===== src/rtl/motor_pkg.sv =====
// Shared encodings for the motor command ramp: command codes, directions, channel states
// and small helpers used by the top level.
package motor_pkg;

  localparam logic [2:0] CMD_STOP  = 3'd0;
  localparam logic [2:0] CMD_FWD   = 3'd1;
  localparam logic [2:0] CMD_REV   = 3'd2;
  localparam logic [2:0] CMD_LEFT  = 3'd3;
  localparam logic [2:0] CMD_RIGHT = 3'd4;

  localparam logic [6:0] DUTY_MAX = 7'd100;

  localparam logic DIR_F = 1'b0;
  localparam logic DIR_R = 1'b1;

  typedef enum logic [2:0] {
    StIdle,
    StRamp,
    StRampDn,
    StDead,
    StHold
  } ch_state_e;

  function automatic logic [6:0] clamp_duty(input logic [6:0] s);
    return (s > DUTY_MAX) ? DUTY_MAX : s;
  endfunction

  // {reverse input, forward input} for one motor.
  function automatic logic [13:0] motor_fields(input logic d, input logic [6:0] l);
    return (d == DIR_F) ? {7'd0, l} : {l, 7'd0};
  endfunction

  function automatic logic is_settled(input ch_state_e s);
    return (s == StIdle) || (s == StHold);
  endfunction

endpackage


===== src/rtl/motor_channel_ramp.sv =====
// One motor's duty ramp: steps its level toward the registered target on each tick and
// inserts a zero-level dead interval before the direction flips.
module motor_channel_ramp
  import motor_pkg::*;
#(
  parameter int unsigned RAMP_STEP = 5,
  parameter int unsigned DEAD_CYC  = 100000
) (
  input  logic       clk,
  input  logic       rst,
  input  logic       tick,
  input  logic       load,
  input  logic       clr,
  input  logic       tgt_dir,
  input  logic [6:0] tgt_level,
  output logic [6:0] level,
  output logic       dir,
  output ch_state_e  state
);

  localparam int unsigned DW = (DEAD_CYC > 1) ? $clog2(DEAD_CYC) : 1;
  localparam logic [7:0] STEP = 8'(RAMP_STEP);
  localparam logic [DW-1:0] DEAD_LAST = DW'(DEAD_CYC - 1);

  logic          dir_tgt_q;
  logic [6:0]    lvl_tgt_q;
  logic [DW-1:0] dead_cnt_q;
  logic [7:0]    lvl_w, tgt_w, up_w, dn_w, nxt_w, dz_w;

  // 8-bit intermediates so level + step cannot wrap before it is compared to the target.
  assign lvl_w = {1'b0, level};
  assign tgt_w = {1'b0, lvl_tgt_q};
  assign up_w  = (lvl_w + STEP >= tgt_w) ? tgt_w : lvl_w + STEP;
  assign dn_w  = (lvl_w >= tgt_w + STEP) ? lvl_w - STEP : tgt_w;
  assign nxt_w = (lvl_w < tgt_w) ? up_w : dn_w;
  assign dz_w  = (lvl_w > STEP) ? lvl_w - STEP : 8'd0;

  always_ff @(posedge clk or posedge rst) begin
    if (rst) begin
      state      <= StIdle;
      level      <= '0;
      dir        <= DIR_F;
      dir_tgt_q  <= DIR_F;
      lvl_tgt_q  <= '0;
      dead_cnt_q <= '0;
    end else if (clr) begin
      state      <= StIdle;
      level      <= '0;
      dir_tgt_q  <= dir;
      lvl_tgt_q  <= '0;
      dead_cnt_q <= '0;
    end else if (load && (state != StDead)) begin
      dir_tgt_q <= tgt_dir;
      lvl_tgt_q <= tgt_level;
      if ((tgt_dir != dir) && (level != '0)) begin
        state <= StRampDn;
      end else begin
        // Level is already 0 or direction unchanged, so switching now is safe.
        dir <= tgt_dir;
        if (tgt_level != level) state <= StRamp;
        else                    state <= (level == '0) ? StIdle : StHold;
      end
    end else begin
      unique case (state)
        StRamp: begin
          if (tick) begin
            level <= nxt_w[6:0];
            if (nxt_w == tgt_w) state <= (lvl_tgt_q == '0) ? StIdle : StHold;
          end
        end
        StRampDn: begin
          if (tick) begin
            level <= dz_w[6:0];
            if (dz_w == 8'd0) begin
              state      <= StDead;
              dead_cnt_q <= '0;
            end
          end
        end
        StDead: begin
          if (dead_cnt_q == DEAD_LAST) begin
            dir   <= dir_tgt_q;
            state <= (lvl_tgt_q == '0) ? StIdle : StRamp;
          end else begin
            dead_cnt_q <= dead_cnt_q + 1'b1;
          end
        end
        StIdle, StHold: ;
        default: state <= StIdle;
      endcase
    end
  end

endmodule


===== src/rtl/motor_cmd_ramp.sv =====
// Motion command to packed L298N duty bus with per-motor ramping and a dead interval on
// reversal. Define MOTOR_ESTOP_EN to add the synchronous emergency-stop input estop.
module motor_cmd_ramp
  import motor_pkg::*;
#(
  parameter int unsigned RAMP_DIV  = 50000,
  parameter int unsigned RAMP_STEP = 5,
  parameter int unsigned DEAD_CYC  = 100000
) (
  input  logic        clk,
  input  logic        rst,
`ifdef MOTOR_ESTOP_EN
  input  logic        estop,
`endif
  input  logic [2:0]  cmd,
  input  logic [6:0]  speed,
  input  logic        cmd_valid,
  output logic        cmd_ready,
  output logic [27:0] duty,
  output logic        busy
);

  localparam int unsigned PW = $clog2(RAMP_DIV);
  localparam logic [PW-1:0] PRE_LAST = PW'(RAMP_DIV - 1);

  logic [PW-1:0] pre_q;
  logic          tick;
  logic          estop_w;
  logic          load;
  logic [6:0]    spd;
  logic [6:0]    lvl_t;
  logic          l_dir_t, r_dir_t;
  logic [6:0]    l_level, r_level;
  logic          l_dir, r_dir;
  ch_state_e     l_state, r_state;

`ifdef MOTOR_ESTOP_EN
  assign estop_w = estop;
`else
  assign estop_w = 1'b0;
`endif

  always_ff @(posedge clk or posedge rst) begin
    if (rst)                  pre_q <= '0;
    else if (pre_q == PRE_LAST) pre_q <= '0;
    else                      pre_q <= pre_q + 1'b1;
  end

  assign tick = (pre_q == PRE_LAST);

  assign spd = clamp_duty(speed);

  // STOP keeps each motor's present direction so it ramps down without a dead interval.
  always_comb begin
    l_dir_t = l_dir;
    r_dir_t = r_dir;
    lvl_t   = spd;
    case (cmd)
      CMD_FWD:   begin l_dir_t = DIR_F; r_dir_t = DIR_F; end
      CMD_REV:   begin l_dir_t = DIR_R; r_dir_t = DIR_R; end
      CMD_LEFT:  begin l_dir_t = DIR_R; r_dir_t = DIR_F; end
      CMD_RIGHT: begin l_dir_t = DIR_F; r_dir_t = DIR_R; end
      default:   lvl_t = '0;
    endcase
  end

  assign cmd_ready = !estop_w && (l_state != StDead) && (r_state != StDead);
  assign load      = cmd_valid && cmd_ready;

  motor_channel_ramp #(
    .RAMP_STEP(RAMP_STEP),
    .DEAD_CYC (DEAD_CYC)
  ) u_left (
    .clk      (clk),
    .rst      (rst),
    .tick     (tick),
    .load     (load),
    .clr      (estop_w),
    .tgt_dir  (l_dir_t),
    .tgt_level(lvl_t),
    .level    (l_level),
    .dir      (l_dir),
    .state    (l_state)
  );

  motor_channel_ramp #(
    .RAMP_STEP(RAMP_STEP),
    .DEAD_CYC (DEAD_CYC)
  ) u_right (
    .clk      (clk),
    .rst      (rst),
    .tick     (tick),
    .load     (load),
    .clr      (estop_w),
    .tgt_dir  (r_dir_t),
    .tgt_level(lvl_t),
    .level    (r_level),
    .dir      (r_dir),
    .state    (r_state)
  );

  always_ff @(posedge clk or posedge rst) begin
    if (rst) begin
      duty <= '0;
      busy <= 1'b0;
    end else if (estop_w) begin
      duty <= '0;
      busy <= 1'b0;
    end else begin
      duty <= {motor_fields(r_dir, r_level), motor_fields(l_dir, l_level)};
      busy <= !(is_settled(l_state) && is_settled(r_state));
    end
  end

endmodule


===== config.mk =====
export PLATFORM = sky130hd
export DESIGN_NAME = motor_cmd_ramp
export DESIGN_NICKNAME = d
export VERILOG_FILES = /design/src/rtl/motor_pkg.sv /design/src/rtl/motor_channel_ramp.sv /design/src/rtl/motor_cmd_ramp.sv
export SDC_FILE = /design/constraint.sdc
export NUM_CORES = 1
export LEC_CHECK = 0
export BUFFER_PORTS_ARGS = -buffer_cell sky130_fd_sc_hd__buf_2
export CORE_AREA = 2 2 118 120
export CTS_CLUSTER_DIAMETER = 80
export DETAILED_ROUTE_END_ITERATION = 10
export DIE_AREA = 0 0 120 122
export GPL_ROUTABILITY_DRIVEN = 0
export GPL_TIMING_DRIVEN = 0
export PLACE_DENSITY = 0.8
export SLEW_MARGIN = 20
export SYNTH_ARGS = -nofsm -noshare
export SYNTH_HDL_FRONTEND = slang
export SYNTH_SLANG_ARGS = --single-unit
export TNS_END_PERCENT = 20

===== constraint.sdc =====
create_clock -name clk -period 4.3 [get_ports clk]
set_input_delay 0.215 -clock clk [delete_from_list [all_inputs] [get_ports clk]]
set_output_delay 0.215 -clock clk [all_outputs]
set_load 0.01 [all_outputs]

==> flow_summary.toml <==
[clocking]
root_buffer = "clkbuf_16"
cts_max_level = 4
clock_latency_ns = 0.42
cts_buffers = 17
cts_tree = "built"
cts.clk_slew.worst_paths_ns = 0.05
numClockSinks = 117
cts_buffer_depth = 2

[power_and_ir_drop]
p_leak_nw = 4.16
ir_worst_vdd_mv = 0.263
pwr_density_cell_nw_per_um2 = 280
power_w = 0.00256

[route]
postRouteAntennaNets = 0
wl_mm = 21.3
vias_per_cell = 6.38
firstDrtPassIters = 5
drc = 0
vias = 7549
drtIter0Drc = 925
wl_per_cell_um = 18.0

[floorplan]
io_pins = 43
core_um2 = 13500
fp.dieW_um = 120
num_rows = 43
dieArea_um2 = 14600
start_util_pct = 60.3
fp.dieH_um = 122

[timing]
finalCritPeriodShare_pct = 91.7
hold_slack_ns = 0.115
timing.fmax_mhz = 253
slew_viol_final = 0
finClkSkew_ns = 0.00941
finalHoldViolations = 0
slew_headroom_pct = 22.6
fin_ws_ns = 0.355
rsz0062_at_grt = "false"
worst_pin_slew_ns = 1.15
setup_viol = 0
period_minus_slack_ns = 3.94

[synthesis]
seq_area_frac_synth_pct = 36.0
yosysTopAreaCell = "dfrtp_1"
ys_ff_latch = 117
yosysMostFrequentCell = "dfrtp_1"
synthesis.nets = 1005
ys_types = 73
syn_area_um2 = 8140
postSynthCellCount = 935
netlist_top_cells_count = "117 x dfrtp_1, 80 x nor2_1, 73 x o21ai_0"
yosysTopAreaCellShare_pct = 36.0
yosysWarnings = 0
async_flop_share_pct = 100
yosys_most_used_dff = "dfrtp_1"
synth_area_per_cell_um2 = 8.71
synth_edf_count = 0
synthTopCellsByArea = "dfrtp_1 36%, ha_1 8.8%, xnor2_1 5.4%"

[finish]
syn_to_final_growth_pct = 12.5
finalNetCount = 1061
num_antenna_cells = 0
final_area_um2 = 9160
multi_input_area_um2 = 4850
final_util_pct = 67.8
regArea_um2 = 2930
drive_gt1_share_pct = 8.47
fillers = 1081

[placed_design]
dpl_worst_slack_ns = 0.510
numPortBuffers = 35
place_hpwl_mm = 14.7
post_dp_cell_area_um2 = 8580

[worst_setup_path]
reg2reg_depth = 14
cpMaxStageDelayCell = "dfrtp_1"
crit_required_ns = 4.58
path_class = "reg2reg"
arrival_ns = 4.22
critPathMaxFanout = 10
start_kind = "flop"
path_delay_family = "compound AO/OA/AOI/OAI gates"
crit_buf_inv = 3
cp_num_cells = 14
end_kind = "flop"
crit_chain = "clkbuf_1 > nand2_1 > nor2_1 > xnor2_1 > inv_1 > ha_1 > a21o_1 > a21o_1 > a211o_1 > nor2_1 > inv_1 > o32a_1 > a31oi_1 > o21ai_0"
max_stage_delay_ns = 0.55

[global_routing]
antenna_found_initial = 1
grt_pass1_wl_mm = 34.8
grt_max_degree = 78
grt_pass1_vias = 6921
globalRouteTotalUtil_pct = 29.7
grt.overflow.total = 0

[outcome]
outcome = "finished clean"

[hold_path]
hold_depth = 3
hp-class = "in2reg"

[job]
cap_violations = 0
## worst min-delay path: stages
cell	delay, ns
buf_2	0.13
nand3_1	0.10
nand2_1	0.05
## stage by stage
| step | setup TNS [ns] | cells |
|---|---|---|
| 3_3_place_gp | -33.29 | 1150 |
| 5_1_grt | 0 | 1183 |
| 2_1_floorplan | 0 | 935 |
| 6_report | 0 | 1183 |
| 3_5_place_dp | 0 | 1151 |
| 4_1_cts | 0 | 1183 |
## cell type report
type,instances,area share (%)
plain buffers,50,2.09
clock buffers,22,5.18
clock inverters,9,1.11
inverters,45,1.90
multi-input cells,723,53.0
flip-flops and latches,117,32.0
well taps,180,2.46
repair buffers,37,2.32
## flip-flops by register name, summed over array words and instances (netlist names), 3 cells and up
register / count
pre_q: 16
duty: 28
u_left.lvl_tgt_q: 7
u_right.dead_cnt_q: 17
u_left.state: 3
u_right.level: 7
u_left.level: 7
u_right.state: 3
u_left.dead_cnt_q: 17
u_right.lvl_tgt_q: 7
## power by group
group | internal [W] | switching [W] | total, W
clock network | 0.000890 | 0.000500 | 0.00139
logic | 0.0000198 | 0.0000489 | 0.0000688
registers | 0.00110 | 0 | 0.00110
total | 0.00201 | 0.000549 | 0.00256
## final timing paths
path                                             startpoint                                 to  slack [ns]
worst max register to register  u_left.level[4]$_DFFE_PP0P_        u_left.level[2]$_DFFE_PP0P_        0.36
worst max-delay path            u_left.level[4]$_DFFE_PP0P_        u_left.level[2]$_DFFE_PP0P_        0.36
max in group asynchronous                               rst                 duty[22]$_DFF_PP0_        3.26
worst min register to register           pre_q[0]$_DFF_PP0_                 pre_q[0]$_DFF_PP0_        0.48
min in group asynchronous                               rst  u_left.dead_cnt_q[12]$_DFFE_PP0P_        0.34
worst min-delay path                               speed[1]   u_right.lvl_tgt_q[1]$_DFFE_PP0P_        0.11
## layout by cell type (no fill, tap or decap), types with 5 or more instances in the layout
cell,netlist,final
a211oi_1,6,6
a21o_1,15,15
a21oi_1,48,48
a22o_1,7,7
a31oi_1,19,19
and2_1,16,16
and3_1,15,15
buf_1,5,5
buf_2,3,38
clkbuf_1,42,44
clkbuf_16,0,17
clkinv_2,0,5
dfrtp_1,117,117
ha_1,57,57
inv_1,45,44
mux2_2,5,5
nand2_1,66,66
nand2b_1,9,9
nand3_1,39,39
nand3b_1,8,8
nand4_1,21,21
nor2_1,80,80
nor2b_1,16,16
nor3_1,14,14
nor4_1,11,11
o21ai_0,73,73
o22ai_1,16,16
o31ai_1,6,6
or3_1,15,15
xnor2_1,50,50
xor2_1,23,23
## cell families after synthesis
| logic type | count (synthesis) | synth area share (%) |
|---|---|---|
| fa+ha+maj | 57 | 8.76 |
| buf+inv | 95 | 4.43 |
| mux | 9 | 1.18 |
| simple gates | 339 | 22.2 |
| compound gates | 243 | 19.1 |
| flops | 117 | 36.0 |
| xor+xnor | 75 | 8.40 |
## what timing repair did
item                                   4_1_cts  5_1_grt
hold buffers                                 1        0
endpoints found under the hold margin       40        0
buffers inserted                             0        0
gates resized for setup                      0        0
## layer usage
layer  vias up  wire length [um]  global-route usage (%)
li1       3504                 -                       -
met1      3618              9060                    40.1
met2       355             10100                    47.8
met3        70              1530                    5.81
met4         2               578                    10.7
met5         -                13                       0
No activity file was read; power rests on OpenSTA's default activity.
